===== src/rtl/control_state_sequencer_if.sv =====
// -----------------------------------------------------------------------------
// control_state_sequencer_if
//
// Groups the control sequencer's handshake and status signals into one bundle.
// Clock and reset are not part of the bundle; they stay plain module ports.
//
// Signals
//   run          global enable; 0 freezes the sequencer
//   mem_ready    memory access complete this cycle
//   opcode[5:0]  IR opcode field, valid from REGISTER_FETCH onward
//   state[3:0]   current control state (registered)
//   instr_done   one-cycle retirement pulse
//   halted       high while in HALT
//   illegal_op   sticky undefined-opcode flag
//   instr_count  retired-instruction counter, COUNT_WIDTH bits
//
// Modports
//   master  the controlling side (drives run/mem_ready/opcode)
//   slave   the sequencer itself
// -----------------------------------------------------------------------------
interface control_state_sequencer_if #(
  parameter int COUNT_WIDTH = 16
);

  logic                   run;
  logic                   mem_ready;
  logic [5:0]             opcode;
  logic [3:0]             state;
  logic                   instr_done;
  logic                   halted;
  logic                   illegal_op;
  logic [COUNT_WIDTH-1:0] instr_count;

  modport master (
    output run,
    output mem_ready,
    output opcode,
    input  state,
    input  instr_done,
    input  halted,
    input  illegal_op,
    input  instr_count
  );

  modport slave (
    input  run,
    input  mem_ready,
    input  opcode,
    output state,
    output instr_done,
    output halted,
    output illegal_op,
    output instr_count
  );

endinterface : control_state_sequencer_if


===== src/rtl/control_state_sequencer.sv =====
// -----------------------------------------------------------------------------
// control_state_sequencer
//
// Multicycle control FSM. Each cycle it presents a 4-bit control state that a
// downstream decoder turns into datapath strobes. Instructions walk through
// fetch, register fetch and a class-specific execute path selected from the IR
// opcode; fetch, load and store wait on mem_ready. The block also reports
// retirement (pulse + counter), halt and a sticky illegal-opcode flag.
//
// Ports
//   clk    system clock, rising edge
//   rst_n  asynchronous active-low reset
//   bus    control_state_sequencer_if.slave
//            inputs : run, mem_ready, opcode
//            outputs: state, instr_done, halted, illegal_op, instr_count
//
// All outputs come straight from flops; there is no input-to-output
// combinational path.
// -----------------------------------------------------------------------------
module control_state_sequencer #(
  parameter int COUNT_WIDTH = 16
) (
  input  logic                       clk,
  input  logic                       rst_n,
  control_state_sequencer_if.slave   bus
);

  // ---------------------------------------------------------------------------
  // Types
  // ---------------------------------------------------------------------------
  typedef enum logic [3:0] {
    INSTRUCTION_FETCH    = 4'd0,
    REGISTER_FETCH       = 4'd1,
    IMMEDIATE_INJECTION2 = 4'd2,
    ALU_R3               = 4'd3,
    ALU_RI3              = 4'd4,
    ALU4                 = 4'd5,
    BRANCH3              = 4'd6,
    MEM_REF3             = 4'd7,
    LOAD4                = 4'd8,
    STORE4               = 4'd9,
    LOAD5                = 4'd10,
    JUMP3                = 4'd11,
    HALT                 = 4'd12
  } state_t;

  typedef enum logic [3:0] {
    CLS_ALU_R,
    CLS_ALU_RI,
    CLS_LOAD,
    CLS_STORE,
    CLS_BRANCH,
    CLS_JUMP,
    CLS_LOAD_IMM,
    CLS_HALT,
    CLS_ILLEGAL
  } op_class_t;

  // Opcode classification used when leaving REGISTER_FETCH.
  function automatic op_class_t decode_opcode(input logic [5:0] op);
    op_class_t cls;
    casez (op)
      6'b00????: cls = CLS_ALU_R;
      6'b01????: cls = CLS_ALU_RI;
      6'b100000: cls = CLS_LOAD;
      6'b100001: cls = CLS_STORE;
      6'b100010: cls = CLS_BRANCH;
      6'b100011: cls = CLS_JUMP;
      6'b110000: cls = CLS_LOAD_IMM;
      6'b111111: cls = CLS_HALT;
      default:   cls = CLS_ILLEGAL;
    endcase
    return cls;
  endfunction

  // ---------------------------------------------------------------------------
  // Signals
  // ---------------------------------------------------------------------------
  state_t                 state_q;
  state_t                 state_d;
  op_class_t              op_class;

  logic                   retire;       // an instruction retires on this edge
  logic                   illegal_set;  // an undefined opcode/state is seen

  logic                   instr_done_q;
  logic                   halted_q;
  logic                   illegal_q;
  logic [COUNT_WIDTH-1:0] count_q;

  assign op_class = decode_opcode(bus.opcode);

  // ---------------------------------------------------------------------------
  // Process 1: state register
  // ---------------------------------------------------------------------------
  // NOTE: every flop is written with <= so all registers update from the same
  // pre-edge values; blocking = here would create order-dependent races.
  always_ff @(posedge clk or negedge rst_n) begin
    if (!rst_n) begin
      state_q <= INSTRUCTION_FETCH;
    end else begin
      state_q <= state_d;
    end
  end

  // ---------------------------------------------------------------------------
  // Process 2: next-state logic
  // ---------------------------------------------------------------------------
  // NOTE: state_d gets a default before the case so every path assigns it;
  // otherwise synthesis would infer a latch on the unassigned branches.
  always_comb begin
    state_d = state_q;
    if (bus.run) begin
      case (state_q)
        INSTRUCTION_FETCH: begin
          if (bus.mem_ready) state_d = REGISTER_FETCH;
        end
        REGISTER_FETCH: begin
          case (op_class)
            CLS_ALU_R:    state_d = ALU_R3;
            CLS_ALU_RI:   state_d = ALU_RI3;
            CLS_LOAD,
            CLS_STORE:    state_d = MEM_REF3;
            CLS_BRANCH:   state_d = BRANCH3;
            CLS_JUMP:     state_d = JUMP3;
            CLS_LOAD_IMM: state_d = IMMEDIATE_INJECTION2;
            CLS_HALT:     state_d = HALT;
            default:      state_d = INSTRUCTION_FETCH;
          endcase
        end
        ALU_R3,
        ALU_RI3:  state_d = ALU4;
        // Opcode is re-sampled here; bit 0 separates STORE from LOAD.
        MEM_REF3: state_d = bus.opcode[0] ? STORE4 : LOAD4;
        LOAD4: begin
          if (bus.mem_ready) state_d = LOAD5;
        end
        STORE4: begin
          if (bus.mem_ready) state_d = INSTRUCTION_FETCH;
        end
        ALU4,
        BRANCH3,
        JUMP3,
        IMMEDIATE_INJECTION2,
        LOAD5:    state_d = INSTRUCTION_FETCH;
        HALT:     state_d = HALT;
        // Encodings 13-15 can only be reached by an upset; recover to fetch.
        default:  state_d = INSTRUCTION_FETCH;
      endcase
    end
  end

  // ---------------------------------------------------------------------------
  // Process 3: output logic (next values for the registered status outputs)
  // ---------------------------------------------------------------------------
  always_comb begin
    retire      = 1'b0;
    illegal_set = 1'b0;
    if (bus.run) begin
      case (state_q)
        REGISTER_FETCH: begin
          retire      = (op_class == CLS_HALT);
          illegal_set = (op_class == CLS_ILLEGAL);
        end
        // Terminal states retire when they hand back to fetch; STORE4 only
        // does so once memory has accepted the write.
        ALU4,
        BRANCH3,
        JUMP3,
        IMMEDIATE_INJECTION2,
        LOAD5:  retire = 1'b1;
        STORE4: retire = bus.mem_ready;
        INSTRUCTION_FETCH,
        ALU_R3,
        ALU_RI3,
        MEM_REF3,
        LOAD4,
        HALT:   retire = 1'b0;
        default: begin
          illegal_set = 1'b1;
        end
      endcase
    end
  end

  // Status registers, updated on the same edge as the state so that
  // instr_done/instr_count/halted line up with the state they describe.
  always_ff @(posedge clk or negedge rst_n) begin
    if (!rst_n) begin
      instr_done_q <= 1'b0;
      halted_q     <= 1'b0;
      illegal_q    <= 1'b0;
      count_q      <= '0;
    end else begin
      instr_done_q <= retire;
      halted_q     <= (state_d == HALT);
      illegal_q    <= illegal_q | illegal_set;
      if (retire) begin
        count_q <= count_q + COUNT_WIDTH'(1);
      end
    end
  end

  // ---------------------------------------------------------------------------
  // Outputs
  // ---------------------------------------------------------------------------
  assign bus.state       = state_q;
  assign bus.instr_done  = instr_done_q;
  assign bus.halted      = halted_q;
  assign bus.illegal_op  = illegal_q;
  assign bus.instr_count = count_q;

endmodule : control_state_sequencer


===== src/flat_wrapper.sv =====
// flat-port wrapper written by rule: the top's interface ports become plain ports
module control_state_sequencer_flat 
#(
  parameter int COUNT_WIDTH = 16
)
  (clk, rst_n, bus_run, bus_mem_ready, bus_opcode, bus_state, bus_instr_done, bus_halted, bus_illegal_op, bus_instr_count);
  control_state_sequencer_if #(.COUNT_WIDTH(COUNT_WIDTH)) bus_i ();
  input  logic clk;
  input  logic rst_n;
  input wire logic [$bits(bus_i.run)-1:0] bus_run;
  input wire logic [$bits(bus_i.mem_ready)-1:0] bus_mem_ready;
  input wire logic [$bits(bus_i.opcode)-1:0] bus_opcode;
  output wire logic [$bits(bus_i.state)-1:0] bus_state;
  output wire logic [$bits(bus_i.instr_done)-1:0] bus_instr_done;
  output wire logic [$bits(bus_i.halted)-1:0] bus_halted;
  output wire logic [$bits(bus_i.illegal_op)-1:0] bus_illegal_op;
  output wire logic [$bits(bus_i.instr_count)-1:0] bus_instr_count;
  assign bus_i.run = bus_run;
  assign bus_i.mem_ready = bus_mem_ready;
  assign bus_i.opcode = bus_opcode;
  assign bus_state = bus_i.state;
  assign bus_instr_done = bus_i.instr_done;
  assign bus_halted = bus_i.halted;
  assign bus_illegal_op = bus_i.illegal_op;
  assign bus_instr_count = bus_i.instr_count;
  control_state_sequencer #(.COUNT_WIDTH(COUNT_WIDTH)) u_core (.clk(clk), .rst_n(rst_n), .bus(bus_i));
endmodule

===== config.mk =====
export PLATFORM = sky130hd
export DESIGN_NAME = control_state_sequencer_flat
export DESIGN_NICKNAME = d
export VERILOG_FILES = /design/src/rtl/control_state_sequencer_if.sv /design/src/rtl/control_state_sequencer.sv /design/src/flat_wrapper.sv
export SDC_FILE = /design/constraint.sdc
export NUM_CORES = 1
export LEC_CHECK = 0
export ABC_CLOCK_PERIOD_IN_PS = 2100
export BUFFER_PORTS_ARGS = -buffer_cell sky130_fd_sc_hd__buf_2
export CAP_MARGIN = 20
export CORE_MARGIN = 1.5
export CORE_UTILIZATION = 45
export CTS_CLUSTER_DIAMETER = 80
export CTS_CLUSTER_SIZE = 14
export DETAILED_ROUTE_END_ITERATION = 10
export PLACE_DENSITY = 0.69
export SLEW_MARGIN = 25
export SYNTH_ARGS = -nofsm -noshare
export SYNTH_HDL_FRONTEND = slang
export SYNTH_SLANG_ARGS = --single-unit

===== constraint.sdc =====
create_clock -name clk -period 2.1 [get_ports clk]
set_input_delay 0.42 -clock clk [delete_from_list [all_inputs] [get_ports clk]]
set_output_delay 0.42 -clock clk [all_outputs]
set_load 0.01 [all_outputs]

# --- Yosys cells after proc, flatten, opt, wreduce, memory -nomap -nowiden ---
# Memory sizes are Yosys's and may differ from the RTL's.
# Index checks and enable logic that the tools add are counted.
totals:
  ff_bits: 23
  romBits: 32
  inputBits: 10
  output_inout_bits: 23
  word_cells: 47
  n_memories: 1
memory_table:
  columns: ["memory", "words", "word_bits", "rd", "rd_ports_with_merged_regs", "write_ports", "line_no", "text"]
  rows:
  - ["(name not given)", 8, 4, 1, 0, 0, "control_state_sequencer.sv:119", "case (op_class)"]
classes:
  add_sub_neg: 1
  n_eq_ne: 22
  n_mux: 12
  bitwise: 1
  n_reduce_logical: 5
ops:
  columns: ["op", "n"]
  rows:
  - ["== test 6 bit, second input constant", 6]
  - ["case mux 4 bit (8 select lines)", 1]
  - ["== test 4 bit, second input constant", 7]
  - ["case mux 4 bit (7 select lines)", 1]
  - ["== test 4 x 3 -> 1 bit, second input constant", 5]
  - ["2-to-1 mux 4 bit", 5]
  - ["adder 16 x 1 -> 16 bit, second input constant", 1]
  - ["OR reduction 12 bit", 1]
  - ["== test 4 x 2 -> 1 bit, second input constant", 2]
  - ["OR reduction 5 bit", 1]
  - ["== test 4 x 1 -> 1 bit, second input constant", 1]
  - ["zero test 4 bit", 1]
  - ["2-to-1 mux 1 bit", 3]
  - ["case mux 1 bit (3 select lines)", 1]
  - ["== test 2 x 1 -> 1 bit, second input constant", 1]
  - ["zero test 2 bit", 1]
  - ["case mux 1 bit (2 select lines)", 1]
  - ["OR reduction 2 bit", 1]
  - ["OR 1 bit", 1]

# --- Logic depth before layout (Yosys ltp) ---
# An unclocked memory read counts as a cell.
depth:
  word_depth: 7
  ltp_mapped: 11
  depth_no_buf: 9

# --- Worst setup path after synthesis ---
# No wires, ideal clock.
synth_path:
  path_type: "input to register"
  start: "input port bus_opcode[5]"
  end: "register u_core.count_q[1] (netlist: u_core.bus.instr_count[1])"
  setup_ns: 0.128
  arrival_time_ns: 2.117
  required_time_ns: 1.972
  slack_ns: -0.145
  path_stages: 10
  path_buffers: 1
  cell_sequence: "clkbuf_1 -> nor2b_1 -> a22o_1 -> nand2_1 -> o21ai_0 -> ha_1 -> nand3_1 -> o21ai_2 -> nand2_1 -> mux2_1"
synth_via:
  elab_chain_len: 5
  word_cells_on_any_way: 12
  classes_between: "8 x eq/ne; 3 x mux; 1 x reduce/logical"
synth_lines:
  columns: ["element", "line_no", "text"]
  rows:
  - ["from (decl)", "flat_wrapper.sv:12", "input wire logic [$bits(bus_i.opcode)-1:0] bus_opcode;"]
  - ["== test 6 bit, or another cell as far along", "control_state_sequencer.sv:62", "casez (op)"]
  - ["case mux 4 bit (8 select lines) *", "control_state_sequencer.sv:62", null]
  - ["== test 4 x 3 -> 1 bit *", "control_state_sequencer.sv:162", "retire = (op_class == CLS_HALT);"]
  - ["case mux 1 bit (3 select lines) *", "control_state_sequencer.sv:160", "case (state_q)"]
  - ["2-to-1 mux 1 bit *", "control_state_sequencer.sv:159", "if (bus.run) begin"]
  - ["to (signal assigned)", "control_state_sequencer.sv:199", "count_q <= count_q + COUNT_WIDTH'(1);"]
  - ["to (decl)", "control_state_sequencer.sv:89", "logic [COUNT_WIDTH-1:0] count_q;"]
# Every way passes the cells marked *; elsewhere a longest branch is shown, timed or not.
# A chain may end at the register's enable or synchronous reset.

# --- Worst setup path in the final report ---
layout_path:
  start: "register u_core.state_q[2] (netlist: u_core.bus.state[2])"
  end: "register u_core.halted_q (netlist: u_core.bus.halted)"
layout_via:
  elab_chain_len: 5
  word_cells_on_any_way: 15
  classes_between: "8 x eq/ne; 5 x mux; 2 x reduce/logical"
layout_lines:
  columns: ["element", "line_no", "text"]
  rows:
  - ["from (decl)", "control_state_sequencer.sv:79", "state_t state_q;"]
  - ["from (signal assigned)", "control_state_sequencer.sv:102", "state_q <= state_d;"]
  - ["== test 4 x 2 -> 1 bit or == test 4 x 3 -> 1 bit (tied branches)", "control_state_sequencer.sv:114", "case (state_q)"]
  - ["OR reduction 2 bit", "control_state_sequencer.sv:114", null]
  - ["case mux 4 bit (7 select lines) *", "control_state_sequencer.sv:114", null]
  - ["2-to-1 mux 4 bit *", "control_state_sequencer.sv:113", "if (bus.run) begin"]
  - ["via u_core.state_d[1]", "control_state_sequencer.sv:80", "state_t state_d;"]
  - ["== test 4 bit *", "control_state_sequencer.sv:196", "halted_q <= (state_d == HALT);"]
  - ["to (signal assigned)", "control_state_sequencer.sv:196", null]
  - ["to (decl)", "control_state_sequencer.sv:87", "logic halted_q;"]
# Mark *: on every way through the listed nets, which the timed path passes. The rest lies on a longest branch.

==> run metrics <==
status completed; CTS Root Cell clkbuf_4; DR vias 1221; CP Capture Type flip-flop; Combinational Power Share 42.3%; reg2reg setup slack between 0.15 and 0.2 ns; first-pass GRT wire length between 5 and 6 mm; WL/cell 12.80 um; delay-heaviest family, CP simple AND/OR/NAND/NOR gates; WP buf/inv 0; final net count roughly 200; Clock Latency Late Sink ~0.31 ns; critical path data arrival time roughly 2.1 ns; core area 3028 um^2; post-synthesis mux area share less than 1%; maxcap violations 0; RSZ-0062 raised after global routing no; Yosys cell types 40; Antenna Nets Post-Route 0; Achievable Freq 524.9 MHz; final hold slack approximately 0.056 ns; vias in the first global route roughly 1100; worst slew pin tran between 0.4 and 0.5 ns; yosys warns 0; Sequential Power Share a little over two fifths; adder-cell area share of the yosys netlist between 2 and 3%; FF+latch count, synth 23; Placed Instance Area about 1700 um^2; Post-synth EDFFs 0; count leader, synth dfrtp_1; top cell type by total area after synthesis dfrtp_1; number of antenna diodes 0; top cells by count, synth dfrtp_1, xnor2_1, nand3_1; Syn-to-layout area delta 20.37%; dpl cells approximately 230; Post-Synth XOR/XNOR Area 9.920%; GPL Wtd Cong roughly 0.84; post-route insts no fill 231; CTS clock-pin slew for the worst setup and hold paths 0.13 ns; critical path launch point type flip-flop; die area between 3000 and 4000 um^2; cts bufs inserted 3; ys async rst share between 90% and 100%; Hold Violations, Final 0; largest family of logic cells by synthesized area simple AND/OR/NAND/NOR gates; pwr dens 847.9 nW/um^2; switching power as a share of total power 39.02%; H-tree depth 1; shortest period the worst path allows 1.905 ns; # setup viols final 0; hold_buf cts 0; post-synthesis simple-gate area fraction 24.80%; Worst Setup Path Type flip-flop to flip-flop; fin area 1700 um^2; DRT iter0 DRCs 42; Worst EP required roughly 2.3 ns; I/O pin cnt 33; Initial Util a little under half; Total Wirelength roughly 3 mm; Compound-Gate Fraction of Synth Area roughly 16%; Yosys top cell area share approximately two fifths; Synth Flop Type dfrtp_1; DR pass1 iterations 4; dominant cells by area after synthesis dfrtp_1, xnor2_1, nand3_1; CTS tree built; Max IR drop VDD 257.1 uV; Synthesized Nets roughly 160; Worst Path Max Fanout 12; Pleak 0.8261 nW; CP max-delay cell dfrtp_1; Post-Syn Area 1413 um^2; Clock power frac about 14%; GR Util All Layers 18.50%; final setup TNS 0 ns; total gr overflow 0; crit path cell chain nor2_1 > nand3_1 > a31o_1 > a21o_1 > o221ai_1 > and4bb_1; initial antenna violation count 0; HP Class primary input to async pin; sequential fraction of the synthesis area roughly two fifths; Synth Area per Inst 9.355 um^2; Final HPWL DP roughly 2.3 mm; post-route DRC violation count 0; Switching Power approximately 0.00056 W; clock tree sinks 23; die width just under 60 um; Resized Gates After CTS 0; period utilization 90.72%; Via-to-Cell Ratio 5.286; Die Ht about 59 um; Pint around 0.00088 W; R2R depth 6; slowest stage delay, CP roughly 0.52 ns; layout cells sized above 1 29.41%; I/O Buffers 32; postcts setup bufs 0; Relative slew margins 66.79%; fin. max-slew vios 0; largest net degree at the start of global routing 24; cells after synthesis ~150; Setup Skew roughly 0.010 ns; Clock Tree Buf Depth 2; FF-to-FF Start u_core.bus.state[2]; Critical R2R Capture u_core.bus.halted; Core Rows 20
[final cells by class]
| cell class | instances | area, um^2 |
|---|---|---|
| timing repair buffer | 43 | 242.7 |
| clock buffer | 3 | 22.52 |
| fill | 304 | 1328 |
| inverter | 6 | 22.52 |
| tap | 44 | 55.05 |
| clock inverter | 1 | 5.005 |
| multi-input combinational | 111 | 777.0 |
| sequential | 23 | 575.6 |
[metal layers]
| metal | up-vias | global-route usage (%) | part of all wire, % |
|---|---|---|---|
| li1 | 614 | - | - |
| met1 | 585 | 25.10 | 47 |
| met2 | 20 | 30.95 | 49 |
| met3 | 2 | 2.620 | 3.2 |
| met4 | 0 | 4.870 | 0.61 |
| met5 | - | 0 | 0 |
[sequential cells by signal, summed over array words and instances (netlist names)]
name	cells
u_core.bus.instr_count	16
u_core.bus.state	4
u_core.bus.illegal_op	1
u_core.bus.halted	1
u_core.bus.instr_done	1
[power by group through the flow]
stage	sequential (W)	clock, W	combinational [W]
2_1_floorplan	0.000640	0	0.000392
3_3_place_gp	0.000636	0	0.000600
3_5_place_dp	0.000645	0	0.000615
4_1_cts	0.000637	0.000208	0.000616
5_1_grt	0.000652	0.000221	0.000688
6_report	0.000634	0.000199	0.000609
[worst max path at each step]
stage / startpoint / depth (start not counted) / to / slack, ns
floorplan: bus_opcode[4] / 8 / u_core.bus.instr_count[1] / 0.002
global placement: bus_opcode[4] / 9 / u_core.bus.instr_count[10] / -0.05
detailed placement: bus_opcode[4] / 11 / u_core.bus.instr_count[10] / -0.12
CTS: u_core.bus.state[2] / 6 / u_core.bus.halted / 0.19
global route: bus_opcode[4] / 11 / u_core.bus.instr_count[10] / 0.04
finish: u_core.bus.state[2] / 6 / u_core.bus.halted / 0.19
[cells in the final DEF (no fill, tap or decap), types with 2 or more instances in the layout]
| cell | synthesis | routed |
|---|---|---|
| buf_2 | 2 | 32 |
| dfrtp_1 | 23 | 23 |
| xnor2_1 | 16 | 16 |
| nand3_1 | 13 | 13 |
| buf_4 | 2 | 11 |
| and3_1 | 9 | 9 |
| nand2_1 | 10 | 9 |
| nand4_1 | 7 | 7 |
| nor2_1 | 6 | 6 |
| inv_1 | 5 | 5 |
| o21ai_0 | 5 | 4 |
| a21o_1 | 4 | 4 |
| a21oi_1 | 4 | 4 |
| o21a_1 | 3 | 3 |
| a22o_1 | 3 | 3 |
| o221ai_1 | 3 | 3 |
| clkbuf_4 | 0 | 3 |
| o21ai_1 | 1 | 2 |
| nor2b_1 | 3 | 2 |
| nand2b_1 | 2 | 2 |
| and4_1 | 2 | 2 |
| ha_1 | 3 | 2 |
[per-stage QoR]
stage          total power, W  setup WS [ns]  utilization [%]
2_1_floorplan        0.001032       0.002111                -
3_3_place_gp         0.001236       -0.04936            55.25
3_5_place_dp         0.001259        -0.1158            55.25
4_1_cts              0.001461         0.1929            56.16
5_1_grt              0.001560        0.03873            56.16
6_report             0.001442         0.1950            56.16
[logic make-up (layout without fill, tap and decap cells)]
family	Yosys count	in the layout
compound gates	30	30
mux	1	1
flops	23	23
buf+inv	17	53
xor+xnor	16	16
simple gates	61	61
fa+ha+maj	3	3
Power figures use the tool's default switching activity.
